**src/rtl/cpu_ctrl_pkg.sv**
```systemverilog
// Shared control-unit definitions: FSM state encodings, address width and
// PC step. The debug and control units decode the same state codes, so the
// numeric values here are fixed and must not be reordered.
package cpu_ctrl_pkg;

    localparam int unsigned ADDR_W = 32;

    // Sequential instructions are one 32-bit word apart.
    localparam logic [ADDR_W-1:0] PC_STEP = 32'd4;

    // Raw 3-bit encodings, usable by blocks that only see the debug bus.
    localparam logic [2:0] ST_IDLE   = 3'd0;
    localparam logic [2:0] ST_FETCH  = 3'd1;
    localparam logic [2:0] ST_WAIT   = 3'd2;
    localparam logic [2:0] ST_DECODE = 3'd3;
    localparam logic [2:0] ST_EXEC   = 3'd4;
    localparam logic [2:0] ST_HALTED = 3'd5;
    localparam logic [2:0] ST_FAULT  = 3'd6;

    typedef enum logic [2:0] {
        S_IDLE   = ST_IDLE,
        S_FETCH  = ST_FETCH,
        S_WAIT   = ST_WAIT,
        S_DECODE = ST_DECODE,
        S_EXEC   = ST_EXEC,
        S_HALTED = ST_HALTED,
        S_FAULT  = ST_FAULT
    } seq_state_e;

    // Instruction addresses are always word aligned; the low two bits of
    // any externally supplied address are discarded.
    function automatic logic [ADDR_W-1:0] word_align(input logic [ADDR_W-1:0] addr);
        return {addr[ADDR_W-1:2], 2'b00};
    endfunction

    // Sequential successor; wraps modulo 2^32 with no carry-out.
    function automatic logic [ADDR_W-1:0] next_seq_pc(input logic [ADDR_W-1:0] addr);
        return addr + PC_STEP;
    endfunction

endpackage

```
**src/rtl/fetch_timer.sv**
```systemverilog
// Wait-state counter for the fetch handshake. Cleared when a fetch is
// launched, counts every WAIT cycle without an acknowledge, and flags the
// cycle in which one more unanswered cycle would reach LIMIT.
module fetch_timer #(
    parameter int unsigned LIMIT = 15,
    parameter int unsigned TW    = $clog2(LIMIT + 1)
) (
    input  logic clk,
    input  logic clr,
    input  logic clear,
    input  logic enable,
    output logic last
);

    logic [TW-1:0] count;

    // Up-counter: clear has priority over enable.
    // NOTE: async reset sits in the sensitivity list; state uses <= so every
    // flop samples the pre-edge values of its neighbours.
    always_ff @(posedge clk or negedge clr) begin
        if (!clr) begin
            count <= '0;
        end else if (clear) begin
            count <= '0;
        end else if (enable) begin
            count <= count + TW'(1);
        end
    end

    // The current WAIT cycle is the LIMIT-th one; no ack now means timeout.
    assign last = (count == TW'(LIMIT - 1));

endmodule

```
**src/rtl/pc_fetch_sequencer.sv**
```systemverilog
// Fetch/execute sequencer. Owns the program counter, issues instruction
// fetches over a req/ack handshake, loads the instruction register, hands
// the instruction to execute and applies PC+4 or a redirect afterwards.
// Runs at best one instruction every four cycles:
// FETCH -> WAIT -> DECODE -> EXEC.
module pc_fetch_sequencer
    import cpu_ctrl_pkg::*;
#(
    parameter logic [31:0] RESET_VEC   = 32'h0000_0000,
    parameter int unsigned MEM_TIMEOUT = 15
) (
    input  logic        clk,
    input  logic        clr,
    input  logic        run,
    output logic        mem_req,
    output logic [31:0] mem_addr,
    input  logic        mem_ack,
    input  logic [31:0] mem_rdata,
    output logic [31:0] ir,
    output logic        ir_valid,
    input  logic        exec_done,
    input  logic        halt,
    input  logic        redirect,
    input  logic [31:0] redirect_tgt,
    output logic [31:0] pc,
    output logic        fault,
    output logic [2:0]  state
);

    seq_state_e cur;
    logic       timer_clear;
    logic       timer_en;
    logic       timer_last;

    // Low target bits are deliberately dropped by word_align.
    logic unused_tgt_bits;
    assign unused_tgt_bits = ^redirect_tgt[1:0];

    // Restart the wait count on every fetch launch; count unanswered WAIT cycles.
    assign timer_clear = (cur == S_FETCH);
    assign timer_en    = (cur == S_WAIT) && !mem_ack;

    fetch_timer #(
        .LIMIT (MEM_TIMEOUT)
    ) u_timer (
        .clk    (clk),
        .clr    (clr),
        .clear  (timer_clear),
        .enable (timer_en),
        .last   (timer_last)
    );

    assign state = cur;

    // Sequencer FSM with all outputs registered.
    always_ff @(posedge clk or negedge clr) begin
        if (!clr) begin
            cur      <= S_IDLE;
            // A misaligned reset vector is silently aligned rather than
            // producing a fetch the memory cannot serve.
            pc       <= word_align(RESET_VEC);
            ir       <= '0;
            mem_req  <= 1'b0;
            mem_addr <= '0;
            ir_valid <= 1'b0;
            fault    <= 1'b0;
        end else begin
            // ir_valid is a single-cycle pulse covering the DECODE state.
            ir_valid <= 1'b0;

            case (cur)
                S_IDLE: begin
                    if (run) begin
                        cur <= S_FETCH;
                    end
                end

                S_FETCH: begin
                    mem_addr <= pc;
                    mem_req  <= 1'b1;
                    cur      <= S_WAIT;
                end

                S_WAIT: begin
                    // An ack in the timeout cycle still completes the fetch.
                    if (mem_ack) begin
                        ir       <= mem_rdata;
                        pc       <= next_seq_pc(pc);
                        mem_req  <= 1'b0;
                        ir_valid <= 1'b1;
                        cur      <= S_DECODE;
                    end else if (timer_last) begin
                        mem_req <= 1'b0;
                        fault   <= 1'b1;
                        cur     <= S_FAULT;
                    end
                end

                S_DECODE: begin
                    cur <= S_EXEC;
                end

                S_EXEC: begin
                    // halt/redirect are qualified by exec_done; halt wins.
                    if (exec_done) begin
                        if (halt) begin
                            cur <= S_HALTED;
                        end else begin
                            if (redirect) begin
                                pc <= word_align(redirect_tgt);
                            end
                            cur <= run ? S_FETCH : S_IDLE;
                        end
                    end
                end

                S_HALTED, S_FAULT: begin
                    // Terminal until reset.
                end

                default: begin
                    mem_req <= 1'b0;
                    cur     <= S_IDLE;
                end
            endcase
        end
    end

endmodule

```
**config.mk**
```make
export PLATFORM = sky130hd
export DESIGN_NAME = pc_fetch_sequencer
export DESIGN_NICKNAME = d
export VERILOG_FILES = /design/src/rtl/cpu_ctrl_pkg.sv /design/src/rtl/fetch_timer.sv /design/src/rtl/pc_fetch_sequencer.sv
export SDC_FILE = /design/constraint.sdc
export NUM_CORES = 1
export LEC_CHECK = 0
export CORE_MARGIN = 2
export CORE_UTILIZATION = 49
export CTS_CLUSTER_DIAMETER = 30
export DETAILED_ROUTE_END_ITERATION = 6
export GPL_ROUTABILITY_DRIVEN = 0
export PLACE_DENSITY = 0.92
export SYNTH_ARGS = -nofsm -noshare
export SYNTH_HDL_FRONTEND = slang
export SYNTH_SLANG_ARGS = --single-unit
export TNS_END_PERCENT = 10
```
**constraint.sdc**
```tcl
create_clock -name clk -period 3.1 [get_ports clk]
set_clock_uncertainty 0.05 [all_clocks]
set_input_delay 0.775 -clock clk [delete_from_list [all_inputs] [get_ports clk]]
set_output_delay 0.775 -clock clk [all_outputs]
set_load 0.03 [all_outputs]
```
==> flow_summary_export.csv, run 1 <==
group,metric,value,unit
outcome,status,"complete, no violations",
clock_tree,cts.sinks,102,
power,powerDensity,1050,nW/um2
synth,ys_types,52,
clock_tree,cts_setup_buffers,0,
critical_path,crit_arrival,1.77,ns
synth,synthArstFlopShare,100,%
sta,hold_viol_final,0,
sta,worst_hold_slack,0.333,ns
routing,first_pass_iters,5,
floorplanning,coreArea,9680,um2
power,peakVddDrop,0.674,mV
synth,syn-cell-area,4840,um2
global_routing,grt_max_degree,63,
clock_tree,h-tree-depth,3,
global_routing,grt_first_pass_wirelength,21400,um
synth,ys.flop_type,"dfrtp_1",
sta,rsz0062_at_grt,"false",
synth,synth_area_leader_cell,"dfrtp_1",
job,drv_cap,0,
clock_tree,cts_buffer_depth,2,
routing,vias_per_cell,5.63,
placement,io_buffers,166,
finish,num_antenna_cells,0,
critical_path,crit_chain,"clkdlybuf4s50_1",
routing,drt-initial-drc-count,281,
critical_path,critical_path_class,"reg -> out",
routing,vias,4394,
sta,fmax,0.385,GHz
synth,synth_cells,490,
synth,synth-seq-cells,102,
power,p_leak,2.92,nW
global_routing,grt_use_total,25.9,%
critical_path,worst-path-stages,1,
sta,drv_slew,0,
placement,dpl.hpwl,9540,um
critical_path,required,2.27,ns
routing,routed_wl,13400,um
floorplanning,die_x,103,um
sta,finalCriticalPeriod,2.60,ns
critical_path,cp_slowest_cell,"clkdlybuf4s50_1",
clock_tree,cts_buffers,9,
synth,synth-edff-count,0,
floorplanning,dieArea,10700,um2
sta,timing.final.ws_setup,0.505,ns
critical_path,rrSetupSlack,0.87,ns
floorplanning,io_pins,173,
hold_path,min_path_type,"in -> async",
clock_tree,cts-resized-gates,0,
floorplanning,start_util,49.9,%
critical_path,critical_path.top_delay_family,"buffers and inverters",
sta,min_period_over_period,83.7,%
clock_tree,cts_hold_buf,0,
global_routing,grt_pass1_vias,4345,
finish,seq_area,2550,um2
finish,nFillCells,712,
sta,slew_headroom,62.1,%
critical_path,regToRegEndpoint,"pc[10]$_DFFE_PN0P_",
critical_path,r2r-start,"state[1]$_DFFE_PN0P_",
synth,yosys-top-cells-area,"dfrtp_1 (53%), nand2_1 (8.5%), mux2_2 (7.7%)",
synth,syn_area_per_cell,9.87,um2
critical_path,crit_path_start_kind,"flip-flop",
floorplanning,die_h,103,um
routing,wl_per_cell,17.1,um
clock_tree,clkTransAtPathRegs,0.11,ns
sta,setup_viol,0,
global_routing,overflow,0,
routing,drtAntennaViolNets,0,
critical_path,cp_num_buf_inv,1,
critical_path,ff2ff_path_depth,5,
finish,multi_input_area,2070,um2
global_routing,antenna_found_initial,0,
synth,ys_warn_count,0,
critical_path,endpoint_kind,"output pin",
critical_path,max_stage_delay,0.76,ns
sta,worst_slew_pin_slew,0.569,ns
critical_path,worstPathMaxFanout,12,
floorplanning,rows,36,
routing,route.detailed.drc,0,
placement,dp_slack,0.274,ns
clock_tree,root_buffer,"clkbuf_8",
clock_tree,cts_tree,"done",
finish,drive_above_1_share,10.5,%
synth,yosysTopAreaCellShare,52.8,%
finish,final_nets,716,
finish,utilization,70.1,%
sta,tns,0,ns
synth,synth.yosys.seq_area_share,52.8,%
clock_tree,clk_latency,0.37,ns
finish,area_growth,40.3,%
## logic make-up (layout without fill, tap and decap cells)
group | count (synthesis) | in the layout | share of synthesized area (%)
AOI/OAI and AO/OA | 96 | 96 | 12.5
xor gates and xnor gates | 2 | 2 | 0.362
adders and majority gates | 3 | 3 | 0.776
buffers and inverters | 45 | 199 | 4.86
DFF | 102 | 102 | 52.8
muxes | 36 | 36 | 8.31
other | 1 | 4 | 0.0775
and+or+nand+nor | 205 | 205 | 20.4
## stage by stage
| step | power (mW) | instance area, um2 | std cells |
|---|---|---|---|
| final | 7.13 | 6790 | 780 |
| after global placement | 6.09 | 6570 | 764 |
| after global routing | 7.54 | 6790 | 780 |
| after floorplan | 4.65 | 4850 | 493 |
| after CTS | 7.16 | 6790 | 780 |
| after detailed placement | 6.25 | 6570 | 764 |
## cell usage after synthesis, types with 3 or more instances
cell type and count:
inv_1 7, nor3_1 4, nor2_1 17, a21oi_1 28
a311oi_1 4, dfrtp_1 102, a22oi_1 3, nor2b_1 6
o21ai_0 26, buf_1 3, ha_1 3, and4_1 6
a31oi_1 4, and3_1 7, o22ai_1 9, a21o_1 3
or3_1 4, nand3_1 20, buf_2 19, buf_4 7
o211ai_1 3, nand4_1 12, o311ai_0 3, and2_1 6
mux2_2 33, mux2i_1 3, nand2_1 110, clkbuf_1 6
nand2b_1 4
## registers in the layout, summed over array words and instances (netlist names)
signal	flops
ir_valid	1
ir	32
mem_req	1
u_timer.count	4
pc	30
fault	1
state	3
mem_addr	30
## layout make-up
class | count | area share (%)
repair buffers | 176 | 25.9
multi-input cells | 346 | 30.5
well taps | 133 | 2.45
flip-flops and latches | 102 | 37.6
clock inverters | 6 | 1.12
inverters | 7 | 0.387
clock buffers | 10 | 2.03
## routing by layer
metal | routed length [um] | GRT usage, %
met3 | 1060 | 6.32
met4 | 292 | 9.31
met5 | 0 | 0
met1 | 5170 | 31.8
met2 | 6850 | 44.4
## how the worst max path moves through the flow
| stage | start | to | slack [ns] |
|---|---|---|---|
| floorplan | mem_ack | pc[7]$_DFFE_PN0P_ | 1.10 |
| global placement | mem_ack | pc[10]$_DFFE_PN0P_ | 0.31 |
| detailed placement | mem_ack | pc[10]$_DFFE_PN0P_ | 0.27 |
| CTS | state[1]$_DFFE_PN0P_ | state[1] | 0.49 |
| global route | state[1]$_DFFE_PN0P_ | state[1] | 0.44 |
| finish | state[1]$_DFFE_PN0P_ | state[1] | 0.50 |
## worst reg2reg max path: cells and delay by family, from the launching register on
family                 cells  cell delay, ns
buffers and inverters      1            0.35
AO/OA/AOI/OAI              2            0.41
AND/OR/NAND/NOR            2            0.67
flip-flops                 1            0.64
## report_power, final
part	internal [mW]	leakage (nW)	switching [mW]	total (mW)
clock network	0.410	0.109	0.496	0.906
logic	1.60	1.56	2.18	3.79
registers	1.89	1.24	0.547	2.44
## cell usage in the layout (no fill, tap or decap), types with 2 or more instances in the layout
master and n:
clkdlybuf4s50_1 165, nand2_1 110, dfrtp_1 102, mux2_2 33, a21oi_1 28, o21ai_0 26
nand3_1 20, nor2_1 17, nand4_1 12, clkbuf_8 10, o22ai_1 9, buf_4 9
inv_1 7, and3_1 7, and4_1 6, and2_1 6, nor2b_1 5, nand2b_1 4
nor3_1 4, or3_1 4, a31oi_1 4, a311oi_1 4, conb_1 4, a21o_1 3
o211ai_1 3, o311ai_0 3, mux2i_1 3, a22oi_1 3, ha_1 3, xor2_1 2
or4_1 2, a2bb2oi_1 2, o32ai_1 2, inv_6 2, clkinv_4 2, buf_12 2
No activity file was read; power rests on OpenSTA's default activity.
==> inputs of run 2 (changes only) <==
Settings changed: CORE_UTILIZATION 49 to 41, PLACE_DENSITY 0.92 to 0.83.
Clock period 3.1 ns to 2.3 ns, I/O delays scaled along.
==> run 2 against run 1 <==
Against the previous run: power is 39% higher; clock-buffer cell count fell by 1; critical endpoint is now pc[19]; critical path type unchanged; highest routed layer unchanged; core utilization down 9.0 points; largest power group unchanged.
==> flow_summary_export.csv, run 2 (synthesized netlist as in run 1, its figures left out) <==
group,metric,value,unit
placement,placed_cell_area,6720,um2
hold_path,min_path_type,"in -> async",
global_routing,overflow,0,
sta,drv_slew,0,
power,peakVddDrop,0.743,mV
critical_path,rrSetupSlack,0.24,ns
critical_path,cp_num_buf_inv,1,
sta,hold_viol_final,0,
floorplanning,io_pins,173,
placement,io_buffers,166,
power,p_leak,3.03,nW
critical_path,crit_arrival,1.58,ns
clock_tree,cts_hold_buf,0,
finish,instances_no_fill,806,
critical_path,endpoint_kind,"output pin",
routing,vias_per_cell,5.39,
placement,dpl.hpwl,9840,um
critical_path,critical_path.top_delay_family,"buffers and inverters",
floorplanning,start_util,42.2,%
outcome,status,"complete, no violations",
sta,worst_slew_pin_slew,0.588,ns
global_routing,met3_usage,5.99,%
clock_tree,h-tree-depth,3,
clock_tree,cts_setup_buffers,0,
global_routing,grt_first_pass_wirelength,22600,um
routing,routed_wl,13400,um
finish,num_antenna_cells,0,
critical_path,crit_chain,"clkdlybuf4s50_1",
clock_tree,root_buffer,"clkbuf_16",
critical_path,worstPathMaxFanout,9,
floorplanning,rows,39,
finish,drive_above_1_share,13.1,%
power,powerDensity,1410,nW/um2
job,drv_cap,0,
routing,route.detailed.drc,0,
finish,top_regs,"ir (32), mem_addr (30), pc (30)",
global_routing,use_met1,27.9,%
global_routing,antenna_found_initial,0,
clock_tree,cts_tree,"done",
routing,first_pass_iters,4,
global_routing,grt_pass1_vias,4607,
clock_tree,clkTransAtPathRegs,0.07,ns
floorplanning,dieArea,12700,um2
sta,slew_headroom,60.8,%
critical_path,required,1.67,ns
sta,timing.final.ws_setup,0.0956,ns
sta,min_period_over_period,95.8,%
critical_path,critical_path_class,"reg -> out",
critical_path,crit_path_start_kind,"flip-flop",
finish,area_growth,44.9,%
global_routing,busiest_layer,"met2",
finish,layout_common_cells,"clkdlybuf4s50_1 (165), nand2_1 (110), dfrtp_1 (100)",
routing,drtAntennaViolNets,0,
clock_tree,cts_buffer_depth,2,
sta,finalCriticalPeriod,2.20,ns
sta,setup_viol,0,
global_routing,grt_max_degree,50,
finish,final_nets,732,
sta,tns,0,ns
clock_tree,clk_latency,0.34,ns
finish,final_area,7010,um2
placement,dp_slack,-0.136,ns
finish,largest_reg_flops,32,
routing,drt-initial-drc-count,222,
sta,fmax,0.454,GHz
floorplanning,die_x,113,um
clock_tree,cts.sinks,102,
floorplanning,coreArea,11500,um2
placement,dp_cells,790,
critical_path,cp_slowest_cell,"clkdlybuf4s50_1",
global_routing,grt_use_total,21.9,%
routing,wl_per_cell,16.6,um
finish,mostFrequentLayoutCell,"clkdlybuf4s50_1",
routing,vias,4343,
critical_path,max_stage_delay,0.73,ns
power,total_power,9.91,mW
finish,largest-register,"ir",
clock_tree,cts_buffers,9,
global_routing,use_met2,36.6,%
sta,rsz0062_at_grt,"false",
floorplanning,die_h,113,um
==> run 2: cell types whose count changed in the layout (fill, tap and decap cells not counted), moves of 2 or more <==
cell / change
buf_4: +15
clkbuf_16: +9
clkbuf_8: -10
clkinv_2: +2
dfrtp_1: -2
dfrtp_2: +2
==> run 2: layout make-up <==
cell class	count	area, um2
clock inverter	7	55.1
timing repair buffer	192	1890
tap	143	179
inverter	7	26.3
fill	981	4460
sequential	102	2550
multi-input combinational	346	2070
clock buffer	9	225
==> run 2: repair_timing <==
action                                  4_1_cts  5_1_grt
hold endpoints to repair                      0        0
endpoints found under the setup margin        1        2
gates resized for setup                       1        2
==> run 2: stage by stage <==
stage / hold WS (ns) / util, %
floorplan: 0.229 / -
global placement: 0.393 / 58.6
detailed placement: 0.402 / 58.6
CTS: 0.202 / 61.0
global route: 0.224 / 61.1
finish: 0.183 / 61.1
==> run 2: worst paths after layout <==
path	startpoint	to	depth (start not counted)
min in group clk	fault$_DFFE_PN0P_	fault$_DFFE_PN0P_	1
min	clr	fault$_DFFE_PN0P_	1
max in group asynchronous	clr	pc[27]$_DFFE_PN0P_	2
max	pc[19]$_DFFE_PN0P_	pc[19]	1
max reg2reg	pc[2]$_DFFE_PN0P_	pc[26]$_DFFE_PN0P_	6
min reg2reg	fault$_DFFE_PN0P_	fault$_DFFE_PN0P_	1
==> run 2: layer usage <==
layer | share of wire, % | vias up | routed length [um]
met5 | 0 | - | 0
met4 | 1.5 | 0 | 195
met3 | 7.3 | 20 | 984
met2 | 49 | 174 | 6580
met1 | 42 | 2095 | 5650
li1 | - | 2054 | -
==> run 2: power breakdown <==
group	internal, mW	switching [mW]	total (mW)
sequential	2.56	0.703	3.26
clock	0.748	0.692	1.44
combinational	2.24	2.96	5.21
==> inputs of run 3 (changes only) <==
Settings changed: SETUP_SLACK_MARGIN set to 0.5.
==> run 3 against run 2 <==
Against the previous run: sequential share of layout area down 0.98 points; clock-buffer cell count increased by 3; via count grew 2.1%; die area unchanged; clock power increased by 17%; setup slack improved by 0.16 ns; sequential power hardly changed; sequential cell count is the same; hold slack worse by 0.11 ns; final cell count rose by 1.2%; register-to-register slack better by 0.15 ns; critical path type unchanged.
==> flow_summary_export.csv, run 3 (synthesized netlist as in run 1, its figures left out) <==
group,metric,value,unit
outcome,status,"complete, no violations",
routing,route.detailed.drc,0,
finish,largest_reg_flops,32,
critical_path,cp_num_buf_inv,1,
global_routing,met3_usage,9.02,%
hold_path,min_path_type,"in -> async",
critical_path,max_stage_delay,0.68,ns
clock_tree,cts_tree,"done",
placement,dp_cells,790,
clock_tree,cts_buffers,9,
power,total_power,10.3,mW
critical_path,rrSetupSlack,0.39,ns
finish,top_regs,"ir (32), mem_addr (30), pc (30)",
clock_tree,cts_buffer_depth,2,
critical_path,critical_path_class,"reg -> out",
clock_tree,cts.sinks,102,
power,powerDensity,1420,nW/um2
floorplanning,rows,39,
finish,num_antenna_cells,0,
routing,drtAntennaViolNets,0,
critical_path,worstPathMaxFanout,2,
placement,dp_slack,-0.0175,ns
floorplanning,io_pins,173,
sta,timing.final.ws_setup,0.258,ns
floorplanning,start_util,42.2,%
sta,drv_slew,0,
placement,dpl.hpwl,10100,um
global_routing,use_met1,27.8,%
power,p_leak,3.32,nW
critical_path,crit_chain,"clkdlybuf4s50_1",
floorplanning,coreArea,11500,um2
critical_path,endpoint_kind,"output pin",
finish,nFillCells,880,
finish,final_nets,742,
global_routing,grt_first_pass_wirelength,23100,um
global_routing,antenna_found_initial,0,
placement,io_buffers,166,
finish,instances_no_fill,816,
sta,setup_viol,0,
routing,vias_per_cell,5.43,
finish,layout_common_cells,"clkdlybuf4s50_1 (118), nand2_1 (110), dfrtp_1 (91)",
finish,drive_above_1_share,18.3,%
sta,fmax,0.490,GHz
finish,largest-register,"ir",
sta,rsz0062_at_grt,"true",
finish,area_growth,49.5,%
floorplanning,die_h,113,um
global_routing,overflow,0,
sta,min_period_over_period,88.8,%
critical_path,crit_path_start_kind,"flip-flop",
routing,first_pass_iters,5,
global_routing,grt_max_degree,52,
routing,drt-initial-drc-count,249,
routing,wl_per_cell,17.2,um
job,drv_cap,0,
critical_path,critical_path.top_delay_family,"buffers and inverters",
clock_tree,clkTransAtPathRegs,0.07,ns
floorplanning,dieArea,12700,um2
critical_path,cp_slowest_cell,"clkdlybuf4s50_1",
sta,finalCriticalPeriod,2.04,ns
critical_path,r2r-start,"state[1]$_DFFE_PN0P_",
critical_path,required,1.67,ns
sta,hold_viol_final,0,
global_routing,busiest_layer,"met2",
critical_path,regToRegEndpoint,"pc[12]$_DFFE_PN0P_",
global_routing,use_met2,36.9,%
clock_tree,root_buffer,"clkbuf_16",
clock_tree,clk_latency,0.34,ns
floorplanning,die_x,113,um
routing,routed_wl,14100,um
global_routing,grt_use_total,22.7,%
power,peakVddDrop,0.857,mV
global_routing,grt_pass1_vias,4614,
critical_path,ff2ff_path_depth,6,
routing,vias,4434,
clock_tree,h-tree-depth,3,
critical_path,crit_arrival,1.42,ns
finish,mostFrequentLayoutCell,"clkdlybuf4s50_1",
## run 3: worst max-delay path by stage
stage,from,end,cells past startpoint
finish,mem_addr[19]$_DFFE_PN0P_,mem_addr[19],1
global route,pc[5]$_DFFE_PN0P_,pc[31]$_DFFE_PN0P_,5
CTS,pc[11]$_DFFE_PN0P_,pc[11],1
detailed placement,halt,pc[27]$_DFFE_PN0P_,7
global placement,mem_ack,pc[25]$_DFFE_PN0P_,6
floorplan,mem_ack,pc[7]$_DFFE_PN0P_,8
## run 3: where the power goes
part / switching, mW / internal [mW]
Combinational: 3.08 / 2.28
Sequential: 0.680 / 2.57
Clock: 0.661 / 1.02
## run 3: metrics by stage
stage | setup TNS (ns) | instance area (um2) | util [%] | hold WS (ns)
4_1_cts | 0 | 7150 | 62.4 | 0.0802
3_3_place_gp | -0.00517 | 6770 | 59.1 | 0.400
6_report | 0 | 7230 | 63.1 | 0.0742
2_1_floorplan | 0 | 4890 | - | 0.229
3_5_place_dp | -0.0399 | 6770 | 59.1 | 0.412
5_1_grt | 0 | 7230 | 63.1 | 0.0846
## run 3: final cells by class
class,count,area [um2],area share (%)
timing repair buffer,202,2030,28.0
tap,143,179,2.47
sequential,102,2570,35.5
multi-input combinational,346,2100,29.0
clock inverter,4,77.6,1.07
inverter,7,26.3,0.363
clock buffer,12,256,3.55
## run 3: repair_timing
action,4_1_cts,5_1_grt
gates cloned,0,1
setup endpoints to repair,157,153
gates resized for setup,62,20
setup buffers,6,3
hold buffers,0,0
pin swaps,0,4
## run 3: worst register-to-register path, stage by stage (launching register included)
cell and delay (ns):
dfrtp_2 0.47, and4bb_2 0.30, a41oi_2 0.24, buf_2 0.27, buf_12 0.13, a21oi_1 0.04
o2bb2a_1 0.29
## run 3: metal layers
layer / up-vias / routed length [um]
li1: 2078 / -
met1: 2125 / 5560
met2: 216 / 6730
met3: 15 / 1520
met4: 0 / 235
met5: - / 0
